===== src/rtl/uart_tx_fifo.sv =====
// Byte FIFO in front of a UART transmitter: buffers producer bytes and hands
// them one at a time to the UART through a tx_val/busy start handshake.
module uart_tx_fifo #(
  parameter int DEPTH = 16,
  parameter int WIDTH = 8
) (
  input  logic                     clk,
  input  logic                     rst,
  input  logic                     wr_en,
  input  logic [WIDTH-1:0]         wr_data,
  output logic                     full,
  output logic                     empty,
  output logic [$clog2(DEPTH):0]   count,
  output logic                     ovf,
  input  logic                     ovf_clr,
  output logic                     tx_val,
  output logic [WIDTH-1:0]         tx_data,
  input  logic                     busy,
  output logic [1:0]               state_dbg
);

  localparam int AW = $clog2(DEPTH);
  localparam logic [AW:0] DEPTH_C = (AW+1)'(DEPTH);
  localparam logic [AW:0] ONE_C   = (AW+1)'(1);

  typedef enum logic [1:0] {
    IDLE = 2'd0,
    ARM  = 2'd1,
    SEND = 2'd2
  } state_t;

  state_t           state_q, state_d;
  logic [WIDTH-1:0] mem_q [DEPTH];
  logic [AW-1:0]    wr_ptr_q, wr_ptr_d;
  logic [AW-1:0]    rd_ptr_q, rd_ptr_d;
  logic [AW:0]      count_q, count_d;
  logic             ovf_q, ovf_d;
  logic [WIDTH-1:0] tx_data_q, tx_data_d;
  logic             push_ok;
  logic             pop;

  assign full      = (count_q == DEPTH_C);
  assign empty     = (count_q == '0);
  assign count     = count_q;
  assign ovf       = ovf_q;
  assign tx_data   = tx_data_q;
  assign state_dbg = state_q;

  // Handshake: tx_val is high exactly while in ARM and tx_data is stable there;
  // the UART acknowledges by raising busy, after which tx_val drops. A new byte
  // is only issued once busy has fallen again, so one byte per busy cycle.
  assign tx_val  = (state_q == ARM);
  assign push_ok = wr_en && !full;

  always_comb begin
    state_d = state_q;
    pop     = 1'b0;
    unique case (state_q)
      IDLE: begin
        if (!empty && !busy) begin
          pop     = 1'b1;
          state_d = ARM;
        end
      end
      ARM:     if (busy)  state_d = SEND;
      SEND:    if (!busy) state_d = IDLE;
      default: state_d = IDLE;
    endcase
  end

  always_comb begin
    wr_ptr_d  = wr_ptr_q;
    rd_ptr_d  = rd_ptr_q;
    count_d   = count_q;
    ovf_d     = ovf_q;
    tx_data_d = tx_data_q;
    if (push_ok) wr_ptr_d = wr_ptr_q + 1'b1;
    if (pop) begin
      rd_ptr_d  = rd_ptr_q + 1'b1;
      tx_data_d = mem_q[rd_ptr_q];
    end
    if (push_ok && !pop)      count_d = count_q + ONE_C;
    else if (!push_ok && pop) count_d = count_q - ONE_C;
    // Clear wins over a drop in the same cycle.
    if (ovf_clr)              ovf_d = 1'b0;
    else if (wr_en && full)   ovf_d = 1'b1;
  end

  always_ff @(posedge clk) begin
    if (rst) begin
      state_q   <= IDLE;
      wr_ptr_q  <= '0;
      rd_ptr_q  <= '0;
      count_q   <= '0;
      ovf_q     <= 1'b0;
      tx_data_q <= '0;
    end else begin
      state_q   <= state_d;
      wr_ptr_q  <= wr_ptr_d;
      rd_ptr_q  <= rd_ptr_d;
      count_q   <= count_d;
      ovf_q     <= ovf_d;
      tx_data_q <= tx_data_d;
    end
  end

  // Storage is not reset; a stale entry is never read since count gates pops.
  always_ff @(posedge clk) begin
    if (push_ok && !rst) mem_q[wr_ptr_q] <= wr_data;
  end

endmodule

===== config.mk =====
export PLATFORM = sky130hd
export DESIGN_NAME = uart_tx_fifo
export DESIGN_NICKNAME = d
export VERILOG_FILES = /design/src/rtl/uart_tx_fifo.sv
export SDC_FILE = /design/constraint.sdc
export NUM_CORES = 1
export LEC_CHECK = 0
export CAP_MARGIN = 10
export CORE_UTILIZATION = 55
export DETAILED_ROUTE_END_ITERATION = 10
export PLACE_DENSITY_LB_ADDON = 0.15
export SYNTH_ARGS = -nofsm -noshare
export SYNTH_HDL_FRONTEND = slang
export SYNTH_SLANG_ARGS = --single-unit

===== constraint.sdc =====
create_clock -name clk -period 8.2 [get_ports clk]
set_clock_uncertainty 0.15 [all_clocks]
set_input_delay 1.64 -clock clk [delete_from_list [all_inputs] [get_ports clk]]
set_output_delay 1.64 -clock clk [all_outputs]
set_load 0.01 [all_outputs]

==> results.cfg <==
[global_routing]
antenna_found_initial = 0
grt_util_all_layers = 0.232
grt_max_degree = 65
grt_pass1_wl_microns = 18800
overflow = 0
grt_pass1_vias = 3424
gr-usage-met3 = 0.0660
busiest_layer = met2
use_met1 = 0.296
met2_usage = 0.376

[synth]
synth_edf_count = 128
netlist_top_cells_area = edfxtp_1, dfxtp_1, mux2i_1
syn_area_per_cell_sq_um = 15.4
seq_area_frac_synth = 0.703
async_reset_ff_frac = 0
synth_top_area_frac = 0.625
ys_types = 42
synthCells = 399
ys_ff_latch = 152
yosys_warnings = 0
synth_flop_cell = edfxtp_1
syn_area_sq_mm = 0.00615
synth_top_area_cell = edfxtp_1
syn_nets = 423

[layout]
layout-drive-gt1-share = 0.122
area_growth_pct = 16.5
diodes = 0
utilization = 0.658
fin_area_sq_mm = 0.00716
nets = 455
final_cell_mix = edfxtp_1, nor2_1, mux2i_1, clkdlybuf4s50_1, dfxtp_1
final_common_cell = edfxtp_1
fillers = 779

[setup_path]
cp.arrival_ns = 4.87
critPathKind = input pin to flop
crit_top_cell = ha_1
reg2reg_slack_ns = 4.60
crit_chain = clkdlybuf4s50_1 -> a2111oi_4 -> inv_2 -> ha_1 -> inv_1 -> ha_1 -> a21o_1 -> a21oi_1 -> mux2i_1 -> mux2_2
critical_path_buf_inv_count = 3
r2r-end = count[4]$_SDFFE_PP0P_
r2r-start = count[0]$_SDFFE_PP0P_
slowest_delay_ns = 0.85
cp_top_family = compound AO/OA/AOI/OAI gates
crit_required_ns = 8.47
rr_worst_depth = 10
worstPathMaxFanout = 14
crit_slowest_cell = a2111oi_4
critPathLaunchType = input pin
end_kind = flop

[power]
p_comb_frac = 0.189
pwr-share-seq = 0.434
switching_share = 0.263
switchingPower_mw = 0.569
power.density_mw_per_mm2 = 302
p_leak_nw = 2.29
p_int_mw = 1.60
power_frac_clock = 0.378
ir_worst_vdd_uv = 161

[clocking]
cts_root_buffer = clkbuf_8
clock_path_buffers = 2
hold_buffers = 0
cts_sinks = 152
clk_latency_ns = 0.53
htree_levels = 4
path_clk_slew_ns = 0.06
cts.repair.resized = 0
numCtsBuffers = 17
cts_tree = built
cts_setup_buffers = 0

[routing]
drt_iter0_markers = 216
first_pass_iters = 4
finalWirelength_microns = 12100
drtAntennaViolNets = 0
drc = 0
viasPerCell = 5.78
num_vias = 3374
wl_per_cell_microns = 20.8

[sta]
fin_ws_ns = 3.60
hold_violations = 0
finalSetupViolCount = 0
tns_ns = 0
timing.hold.ws_ns = 0.363
worstMarginPinSlew_ns = 1.08
min_period_over_period = 0.561
rsz0062_at_grt = false
period_needed_ns = 4.60
relSlewSlack = 0.283
fmax_mhz = 218
slew_violations = 0

[floorplan]
pin_count = 32
initial_core_util = 0.565
dieArea_sq_mm = 0.0116
fp-row-count = 38
die_y_microns = 108
die_w_microns = 108
core_sq_mm = 0.0109

[worst_hold_path]
hold_class = flop to flop
hp-start = ovf$_SDFFE_PP0P_
hold_depth = 2
hold_end = ovf$_SDFFE_PP0P_

[run_status]
status = finished clean

[flow_run]
cap_violations = 0

[placed_design]
dpl_cell_area_sq_mm = 0.00654
port_buffers = 31
pre_cts_slack_ns = 3.08
place_hpwl_microns = 7710
routabilityCongestion = 0.803
stage by stage:
stage | power (mW) | std cells
finish | 2.16 | 584
global route | 2.25 | 584
CTS | 2.18 | 584
detailed placement | 1.36 | 552
global placement | 1.35 | 552
floorplan | 1.21 | 399
cells in the mapped netlist (all sizes together) (2+ instances only):
master	n
buf	12
nor2	46
nor3	8
a2111oi	2
or3b	2
nand4	2
clkbuf	7
ha	10
dfxtp	24
and2	2
inv	9
mux2	17
nand3b	2
edfxtp	128
xor2	7
o221ai	7
mux4	2
o22ai	15
or3	2
a22oi	7
a21oi	8
xnor2	3
nand2	12
nor4	8
mux2i	46
sequential cells by signal (all words and copies together) (netlist names):
| register | cells |
|---|---|
| mem_q | 128 |
| count | 5 |
| ovf | 1 |
| state_dbg | 2 |
| rd_ptr_q | 4 |
| tx_data | 8 |
| wr_ptr_q | 4 |
per-layer routing:
metal,vias to the layer above,share of wire
li1,1586,-
met1,1699,0.44
met2,72,0.50
met3,17,0.048
met4,0,0.018
met5,-,0
power by group through the flow:
stage          sequential [mW]  combinational [mW]  clock (mW)
6_report                 0.938               0.409       0.818
5_1_grt                  0.944               0.447       0.855
4_1_cts                  0.938               0.414       0.827
3_5_place_dp             0.953               0.407           0
3_3_place_gp             0.952               0.393           0
2_1_floorplan            0.944               0.262           0
layout make-up:
class / instances / area [sq um] / area share
timing repair buffer: 32 / 318 / 0.0444
multi-input combinational: 219 / 1680 / 0.235
tap: 140 / 175 / 0.0245
clock inverter: 13 / 201 / 0.0281
sequential: 152 / 4330 / 0.604
inverter: 9 / 33.8 / 0.00472
clock buffer: 19 / 422 / 0.0589
cells by family (layout without fill, tap and decap cells):
| group | count (synthesis) | after routing | share of synthesized area |
|---|---|---|---|
| AND/OR/NAND/NOR | 90 | 90 | 0.0704 |
| AO/OA/AOI/OAI | 43 | 43 | 0.0521 |
| buffers and inverters | 28 | 73 | 0.0228 |
| adder cells (fa/ha/maj) | 11 | 11 | 0.0236 |
| multiplexers | 65 | 65 | 0.113 |
| XOR/XNOR | 10 | 10 | 0.0142 |
| flip-flops | 152 | 152 | 0.703 |
how the worst max path moves through the flow:
stage / start / endpoint / slack, ns / cells after the start
after floorplan: busy / count[4]$_SDFFE_PP0P_ / 4.31 / 9
after global placement: busy / count[4]$_SDFFE_PP0P_ / 3.17 / 10
after detailed placement: busy / count[4]$_SDFFE_PP0P_ / 3.08 / 10
after CTS: busy / count[4]$_SDFFE_PP0P_ / 3.63 / 10
after global routing: busy / count[4]$_SDFFE_PP0P_ / 3.44 / 10
final: busy / count[4]$_SDFFE_PP0P_ / 3.60 / 10
tightest hold or removal path, delay by kind of cell (launching register included):
family / cells / cell delay (ns)
AND/OR/NAND/NOR: 1 / 0.05
flip-flops: 1 / 0.31
AO/OA/AOI/OAI: 1 / 0.11
No activity file was read; power rests on OpenSTA's default activity.
